<file path="config.mk">
export PLATFORM = sky130hd
export DESIGN_NAME = hex_debug_pager
export DESIGN_NICKNAME = d
export VERILOG_FILES = /design/src/rtl/hex_debug_pager.sv
export SDC_FILE = /design/constraint.sdc
export NUM_CORES = 1
export LEC_CHECK = 0
export ABC_AREA = 1
export CORE_MARGIN = 4
export CORE_UTILIZATION = 56
export DETAILED_ROUTE_END_ITERATION = 6
export GPL_TIMING_DRIVEN = 0
export PLACE_DENSITY = 0.93
export SYNTH_ARGS = -nofsm -noshare
export SYNTH_HDL_FRONTEND = slang
export SYNTH_SLANG_ARGS = --single-unit
</file>
<file path="constraint.sdc">
create_clock -name clock -period 10.8 [get_ports clock]
set_input_delay 3.24 -clock clock [delete_from_list [all_inputs] [get_ports clock]]
set_output_delay 3.24 -clock clock [all_outputs]
set_load 0.005 [all_outputs]
</file>
<file path="src/rtl/hex_debug_pager.sv">
// Debug pager for the HEX displays: picks one of NUM_PAGES nibble pages by debounced
// switch or auto-rotation, with freeze and per-digit blanking, and registers the segments.
module hex_debug_pager #(
   parameter int NUM_PAGES       = 4,
   parameter int DIGITS          = 6,
   parameter int DWELL_CYCLES    = 50_000_000,
   parameter int DEBOUNCE_CYCLES = 500_000,
   localparam int SELW = (NUM_PAGES > 2) ? $clog2(NUM_PAGES) : 1
) (
   input  logic                          clock,
   input  logic                          reset,
   input  logic [NUM_PAGES*DIGITS*4-1:0] page_data,
   input  logic [NUM_PAGES*DIGITS-1:0]   page_blank,
   input  logic [SELW-1:0]               sel,
   input  logic                          auto_mode,
   input  logic                          freeze,
   output logic [DIGITS*7-1:0]           hex,
   output logic [SELW-1:0]               page_idx,
   output logic                          page_change
);

   localparam int CMAX = (DWELL_CYCLES > DEBOUNCE_CYCLES) ? DWELL_CYCLES : DEBOUNCE_CYCLES;
   localparam int CW   = $clog2(CMAX);
   localparam logic [CW-1:0]   DW_LAST = CW'(DWELL_CYCLES - 1);
   localparam logic [CW-1:0]   DB_LAST = CW'(DEBOUNCE_CYCLES - 1);
   localparam logic [SELW-1:0] LAST_PG = SELW'(NUM_PAGES - 1);
   localparam logic [SELW:0]   NP_L    = (SELW + 1)'(NUM_PAGES);
   localparam logic [6:0]      SEG_DASH  = 7'b0111111;
   localparam logic [6:0]      SEG_BLANK = 7'b1111111;

   function automatic logic [6:0] seg7(input logic [3:0] n);
      case (n)
         4'h0: seg7 = 7'b1000000;
         4'h1: seg7 = 7'b1111001;
         4'h2: seg7 = 7'b0100100;
         4'h3: seg7 = 7'b0110000;
         4'h4: seg7 = 7'b0011001;
         4'h5: seg7 = 7'b0010010;
         4'h6: seg7 = 7'b0000010;
         4'h7: seg7 = 7'b1111000;
         4'h8: seg7 = 7'b0000000;
         4'h9: seg7 = 7'b0010000;
         4'hA: seg7 = 7'b0001000;
         4'hB: seg7 = 7'b0000011;
         4'hC: seg7 = 7'b1000110;
         4'hD: seg7 = 7'b0100001;
         4'hE: seg7 = 7'b0000110;
         4'hF: seg7 = 7'b0001110;
         default: seg7 = SEG_BLANK;
      endcase
   endfunction

   logic [SELW-1:0]   sel_m_q, sel_s_q;
   logic              auto_m_q, auto_s_q, frz_m_q, frz_s_q;
   logic [SELW-1:0]   page_idx_q, page_idx_d;
   logic              page_change_q, page_change_d;
   logic              oor_q, oor_d;
   logic [CW-1:0]     deb_q, deb_d, dwell_q, dwell_d;
   logic [DIGITS*7-1:0] hex_q;
   wire  [DIGITS*7-1:0] hex_d;
   wire  [3:0]        nib_s [NUM_PAGES][DIGITS];
   wire               blk_s [NUM_PAGES][DIGITS];
   logic              sel_ok_s;

   for (genvar p = 0; p < NUM_PAGES; p++) begin : g_page
      for (genvar d = 0; d < DIGITS; d++) begin : g_dig
         assign nib_s[p][d] = page_data[(p*DIGITS+d)*4 +: 4];
         assign blk_s[p][d] = page_blank[p*DIGITS+d];
      end
   end

   // Dash wins over blank, blank over data; frozen digits keep their last value.
   for (genvar d = 0; d < DIGITS; d++) begin : g_hex
      assign hex_d[d*7 +: 7] = frz_s_q                ? hex_q[d*7 +: 7] :
                               oor_q                  ? SEG_DASH :
                               blk_s[page_idx_q][d]   ? SEG_BLANK :
                                                        seg7(nib_s[page_idx_q][d]);
   end

   // Page selection, debounce/dwell counters and the out-of-range flag.
   always_comb begin
      page_idx_d    = page_idx_q;
      page_change_d = 1'b0;
      oor_d         = oor_q;
      deb_d         = deb_q;
      dwell_d       = dwell_q;
      sel_ok_s      = ({1'b0, sel_s_q} < NP_L);
      if (frz_s_q) begin
         deb_d = '0;
      end else if (auto_s_q) begin
         deb_d = '0;
         oor_d = 1'b0;
         if (dwell_q == DW_LAST) begin
            dwell_d       = '0;
            page_change_d = 1'b1;
            page_idx_d    = (page_idx_q == LAST_PG) ? '0 : page_idx_q + SELW'(1);
         end else begin
            dwell_d = dwell_q + CW'(1);
         end
      end else begin
         // Holding dwell at zero in manual mode makes every auto entry start a full period.
         dwell_d = '0;
         if ((sel_m_q != sel_s_q) || (sel_s_q == page_idx_q)) begin
            deb_d = '0;
         end else if (deb_q == DB_LAST) begin
            deb_d = '0;
            if (sel_ok_s) begin
               page_idx_d    = sel_s_q;
               page_change_d = 1'b1;
               oor_d         = 1'b0;
            end else begin
               oor_d = 1'b1;
            end
         end else begin
            deb_d = deb_q + CW'(1);
         end
      end
   end

   // Synchronisers and all state registers.
   always_ff @(posedge clock or posedge reset) begin
      if (reset) begin
         sel_m_q       <= '0;
         sel_s_q       <= '0;
         auto_m_q      <= 1'b0;
         auto_s_q      <= 1'b0;
         frz_m_q       <= 1'b0;
         frz_s_q       <= 1'b0;
         page_idx_q    <= '0;
         page_change_q <= 1'b0;
         oor_q         <= 1'b0;
         deb_q         <= '0;
         dwell_q       <= '0;
         hex_q         <= '1;
      end else begin
         sel_m_q       <= sel;
         sel_s_q       <= sel_m_q;
         auto_m_q      <= auto_mode;
         auto_s_q      <= auto_m_q;
         frz_m_q       <= freeze;
         frz_s_q       <= frz_m_q;
         page_idx_q    <= page_idx_d;
         page_change_q <= page_change_d;
         oor_q         <= oor_d;
         deb_q         <= deb_d;
         dwell_q       <= dwell_d;
         hex_q         <= hex_d;
      end
   end

   assign hex         = hex_q;
   assign page_idx    = page_idx_q;
   assign page_change = page_change_q;

endmodule

</file>
**Word-level counts from Yosys, hierarchy flattened**

Memory sizes are Yosys's and may differ from the RTL's.
Index checks and enable logic that the tools add are counted.

- $add $sub $neg: 3
- $lt $le $gt $ge: 1
- Eq/ne operators: 7
- Multiplexer cells: 37
- Bitwise operators: 2
- Reductions and logical operators: 4

Operator list:

| kind | number |
|---|---|
| 2-to-1 mux 26 bit | 6 |
| 2-to-1 mux 7 bit | 12 |
| adder 26 x 1 -> 26 bit (second input constant) | 2 |
| binary-select mux 24 bit (select 2 bit) | 1 |
| 2-to-1 mux 24 bit | 2 |
| equality test 26 x 19 -> 1 bit (second input constant) | 1 |
| equality test 26 bit (second input constant) | 1 |
| binary-select mux 6 bit (select 2 bit) | 1 |
| 2-to-1 mux 6 bit | 2 |
| 2-to-1 mux 2 bit | 5 |
| 2-to-1 mux 1 bit | 8 |
| AND reduction 4 bit | 1 |
| greater-or-equal comparator 3 bit (second input constant) | 1 |
| inverter 2 -> 3 bit | 1 |
| AND reduction 3 bit | 1 |
| adder 2 x 1 -> 2 bit (second input constant) | 1 |
| equality test 2 bit | 1 |
| equality test 2 bit (second input constant) | 1 |
| inequality test 2 x 1 -> 1 bit (second input constant) | 1 |
| inequality test 2 bit | 1 |
| inequality test 2 bit (second input constant) | 1 |
| nonzero test 2 bit | 1 |
| logical OR 1 bit | 1 |
| inverter 1 bit | 1 |

- Register bits: 106
- Word-level logic and storage cells: 72
- Input port bits: 126
- Output and inout bits: 45
- Memories: 6
- Bits in read-only memories: 672

Memories:

| memory | depth | width | rd ports | clocked after Yosys merged registers in | wr ports | RTL line | RTL |
|---|---|---|---|---|---|---|---|
| (no name shown) | 16 | 7 | 1 | 0 | 0 | 32 | `case (n)` |
| (no name shown) | 16 | 7 | 1 | 0 | 0 | 32 |  |
| (no name shown) | 16 | 7 | 1 | 0 | 0 | 32 |  |
| (no name shown) | 16 | 7 | 1 | 0 | 0 | 32 |  |
| (no name shown) | 16 | 7 | 1 | 0 | 0 | 32 |  |
| (no name shown) | 16 | 7 | 1 | 0 | 0 | 32 |  |

**Longest topological paths before layout**

An unclocked memory read counts as a cell.

- Word-level depth: 7
- Depth in mapped cells: 15
- Gate-level depth less buffers: 12

**Worst setup path before layout**

No wires, ideal clock.

- Path kind: input-to-reg
- Start: in page_data[44]
- End: reg hex_q[35] (netlist: hex[35])
- Slack: 6536 ps
- Arrival: 4191 ps
- Stages on the path: 11
- Library setup time: 72 ps
- Buffers on the path: 0
- Required time: 10728 ps
- Cells stage by stage: nand2_1 nand3_1 nand2_1 inv_1 ha_1 inv_1 nand3_1 nand3_1 nand3_1 nand2_1 inv_1

- Cells in the longest elaborated chain, start to end: 6

Ends and longest elaborated chain:

| item | RTL line | RTL |
|---|---|---|
| start: declaration | 12 | `input logic [NUM_PAGES*DIGITS*4-1:0] page_data,` |
| binary-select mux 24 bit (select 2 bit) | 77 | `seg7(nib_s[page_idx_q][d]);` |
| 2-to-1 mux 24 bit (not written as such) (2 in a row) | 77 |  |
| memory read (16 x 7 bit) | -- |  |
| 2-to-1 mux 7 bit | 76 | `blk_s[page_idx_q][d] ? SEG_BLANK :` |
| 2-to-1 mux 7 bit | 75 | `oor_q ? SEG_DASH :` |
| end signal: assignment | 134 | `hex_q <= '1;` |
| end signal: assignment | 147 | `hex_q <= hex_d;` |
| end: declaration | 59 | `logic [DIGITS*7-1:0] hex_q;` |

No other way between the ends. The select of a mux whose other input is x is not followed.
A chain may end at the register's enable or synchronous reset.

**Worst setup path in the final report**

- Start: reg hex_q[35] (netlist: hex[35])
- End: out hex[35]

RTL lines:

| item | RTL line | RTL |
|---|---|---|
| end: declaration | 17 | `output logic [DIGITS*7-1:0] hex,` |

No word-level cell between the ends.

==> impl_metrics.ini <==
[route]
detail_route.wirelength_mm = 24.4
vias_per_cell = 5.54
drtIter0Drc = 911
vias = 8282
first_pass_iters = 6
drcViolationCount = 0
ant_nets = 0
wl_per_cell_um = 16.3

[clocking]
ctsHoldBuffers = 0
cts_buffer_depth = 2
clk_latency_ns = 0.36
cts-htree-levels = 3
cts_setup_buffers = 0
cts_tree = done
path_clk_slew_ns = 0.08
ctsResizeCount = 0
cts-root-buf = clkbuf_16
cts.sinks = 105
numCtsBuffers = 9

[floorplan]
coreArea_um2 = 13300
die_h_um = 125
die_w_um = 125
start_util_pct = 57.7
rows = 42
dieArea_um2 = 15700
io_pins = 171

[synth]
syn_area_um2 = 7700
ys_seq_elements = 105
synth.area.top_cells = dfrtp_1, nand2_1, dfstp_2
async_flop_share_pct = 100
synth_top_flop_cell = dfrtp_1
synth_seq_area_share_pct = 34.8
yosysWarnings = 0
yosysUniqueCellTypes = 41
synth_top_area_share_pct = 20.5
synthesis.nets = 1297
synth_edf_count = 0
avgSynthCellArea_um2 = 6.80
syn_inst = 1132
yosysTopAreaCell = dfrtp_1

[global_route]
antenna_found_initial = 0
grt_pass1_wl_mm = 38.6
grt_usage_pct = 30.3
grt-ovfl-total = 0
grt_pass1_vias = 7748
grt_max_degree = 72

[final_layout]
drive_above_1_share_pct = 12.0
final_cell_mix = nand2_1, clkdlybuf4s50_1, nor2_1
utilization_pct = 74.7
layout.nets = 1479
layout_commonest_cell = nand2_1
area_growth_pct = 29.4
n_antenna_cell = 0
register_area_um2 = 2680
nFillCells = 1024
multi_input_area_um2 = 4370

[worst_setup_path]
cp_num_buf_inv = 1
worstSetupPathType = register to output port
crit_path_start_kind = register
endpoint_kind = output port
cp.arrival_ns = 1.46
crit_fanout = 2
crit_chain = clkdlybuf4s50_1
slowest_delay_ns = 0.56
cp_slowest_cell = clkdlybuf4s50_1
critPathTopFamily = buffers and inverters
crit_required_ns = 7.56

[placed_design]
numPortBuffers = 170
place_congestion = 0.946
dpl.hpwl_mm = 18.2

[power]
p_sw_share_pct = 39.5
power_density_nw_per_um2 = 172
power_leakage_uw = 0.00458
switchingPower_uw = 676
power_frac_seq_pct = 32.3
p_clk_share_pct = 20.7
p_int_uw = 1030
ir_drop_v = 0.000150
p_comb_share_pct = 47.0

[timing]
slew_headroom_pct = 37.7
drv_slew = 0
finalHoldViolCount = 0
fin_crit_sh_pct = 43.5
tightest_slew_ns = 0.935
fmax_mhz = 213
min_period_ns = 4.70
finalSetupViolations = 0
rsz0062_at_grt = no
finalSetupTns_ns = 0
finClkSkew_ns = 0.00786

[status]
outcome = completed

[flow_run]
maxCapViolCount = 0

[hold_path]
worstHoldPathType = register to register
## state kept, by name (all words and copies together), names as in the netlist
| register | count |
|---|---|
| sel_m_q | 2 |
| dwell_q | 26 |
| sel_s_q | 2 |
| page_idx | 2 |
| hex | 42 |
| page_change | 1 |
| deb_q | 26 |
| auto_s_q | 1 |
| frz_m_q | 1 |
| auto_m_q | 1 |
| frz_s_q | 1 |
## metrics by stage
stage / hold slack, ns / instances / total power (uW) / worst slack, ns / area (um2)
2_1_floorplan: 0.331 / 1132 / 1010 / 4.87 / 7700
3_3_place_gp: 0.333 / 1478 / 1320 / 3.34 / 9620
3_5_place_dp: 0.339 / 1479 / 1340 / 5.80 / 9650
4_1_cts: 0.355 / 1495 / 1700 / 6.08 / 9970
5_1_grt: 0.368 / 1495 / 1810 / 6.03 / 9970
6_report: 0.352 / 1495 / 1710 / 6.10 / 9970
## synthesized netlist by cell type, types with 16 or more instances
| master | count |
|---|---|
| inv_1 | 88 |
| nand2_2 | 19 |
| ha_1 | 39 |
| nor3_1 | 24 |
| nand2_1 | 353 |
| nand3_1 | 133 |
| inv_2 | 16 |
| nor2_1 | 168 |
| dfrtp_1 | 63 |
| nor2_2 | 16 |
| dfstp_2 | 42 |
| a21oi_1 | 39 |
| o21ai_0 | 16 |
## power by group through the flow
stage | Clock [uW] | Sequential, uW | Combinational (uW)
2_1_floorplan | 0 | 558 | 447
4_1_cts | 358 | 552 | 792
3_5_place_dp | 0 | 558 | 787
5_1_grt | 376 | 562 | 875
3_3_place_gp | 0 | 555 | 765
6_report | 354 | 553 | 803
## final cells by class
type / instances / share of cell area [%]
buffer: 32 / 2.39
clock buffer: 9 / 2.26
clock inverter: 7 / 0.904
inverter: 107 / 4.13
multi-input combinational: 888 / 43.9
sequential: 105 / 26.9
tap: 176 / 2.21
timing repair buffer: 171 / 17.4
## worst reg2reg max path, delay by kind of cell (launching register included)
family	cells	cell delay, ns
flip-flops	1	0.44
adder cells (fa/ha/maj)	1	0.24
AND/OR/NAND/NOR	7	0.77
buffers and inverters	4	1.19
## cells by family (layout without fill, tap and decap cells)
kind of cell    count (synthesis)  count (layout)  synth area share, %
flops                         105             105                 34.8
compound gates                 84              84                 6.14
fa+ha+maj                      39              39                 6.34
simple gates                  743             743                 41.8
buf+inv                       139             326                 8.40
xor+xnor                       22              22                 2.50
## per-layer routing
metal	vias up	GRT usage, %	wire length [um]	share of wire (%)
met5	-	0	0	0
met4	0	8.67	679	2.8
met3	57	5.88	2140	8.8
met2	433	50.0	11600	47
met1	3834	40.8	10000	41
li1	3958	-	-	-
## worst paths after layout
kind	from	endpoint	slack [ns]	depth (start not counted)
max	hex[35]	hex[35]	6.10	1
min in group asynchronous	reset	dwell_q[23]	3.25	2
min	frz_m_q	frz_s_q	0.35	0
max in group asynchronous	reset	hex[33]	6.79	3
min reg2reg	frz_m_q	frz_s_q	0.35	0
max reg2reg	page_idx[1]	hex[28]	8.09	12
No activity file was read; power rests on OpenSTA's default activity.
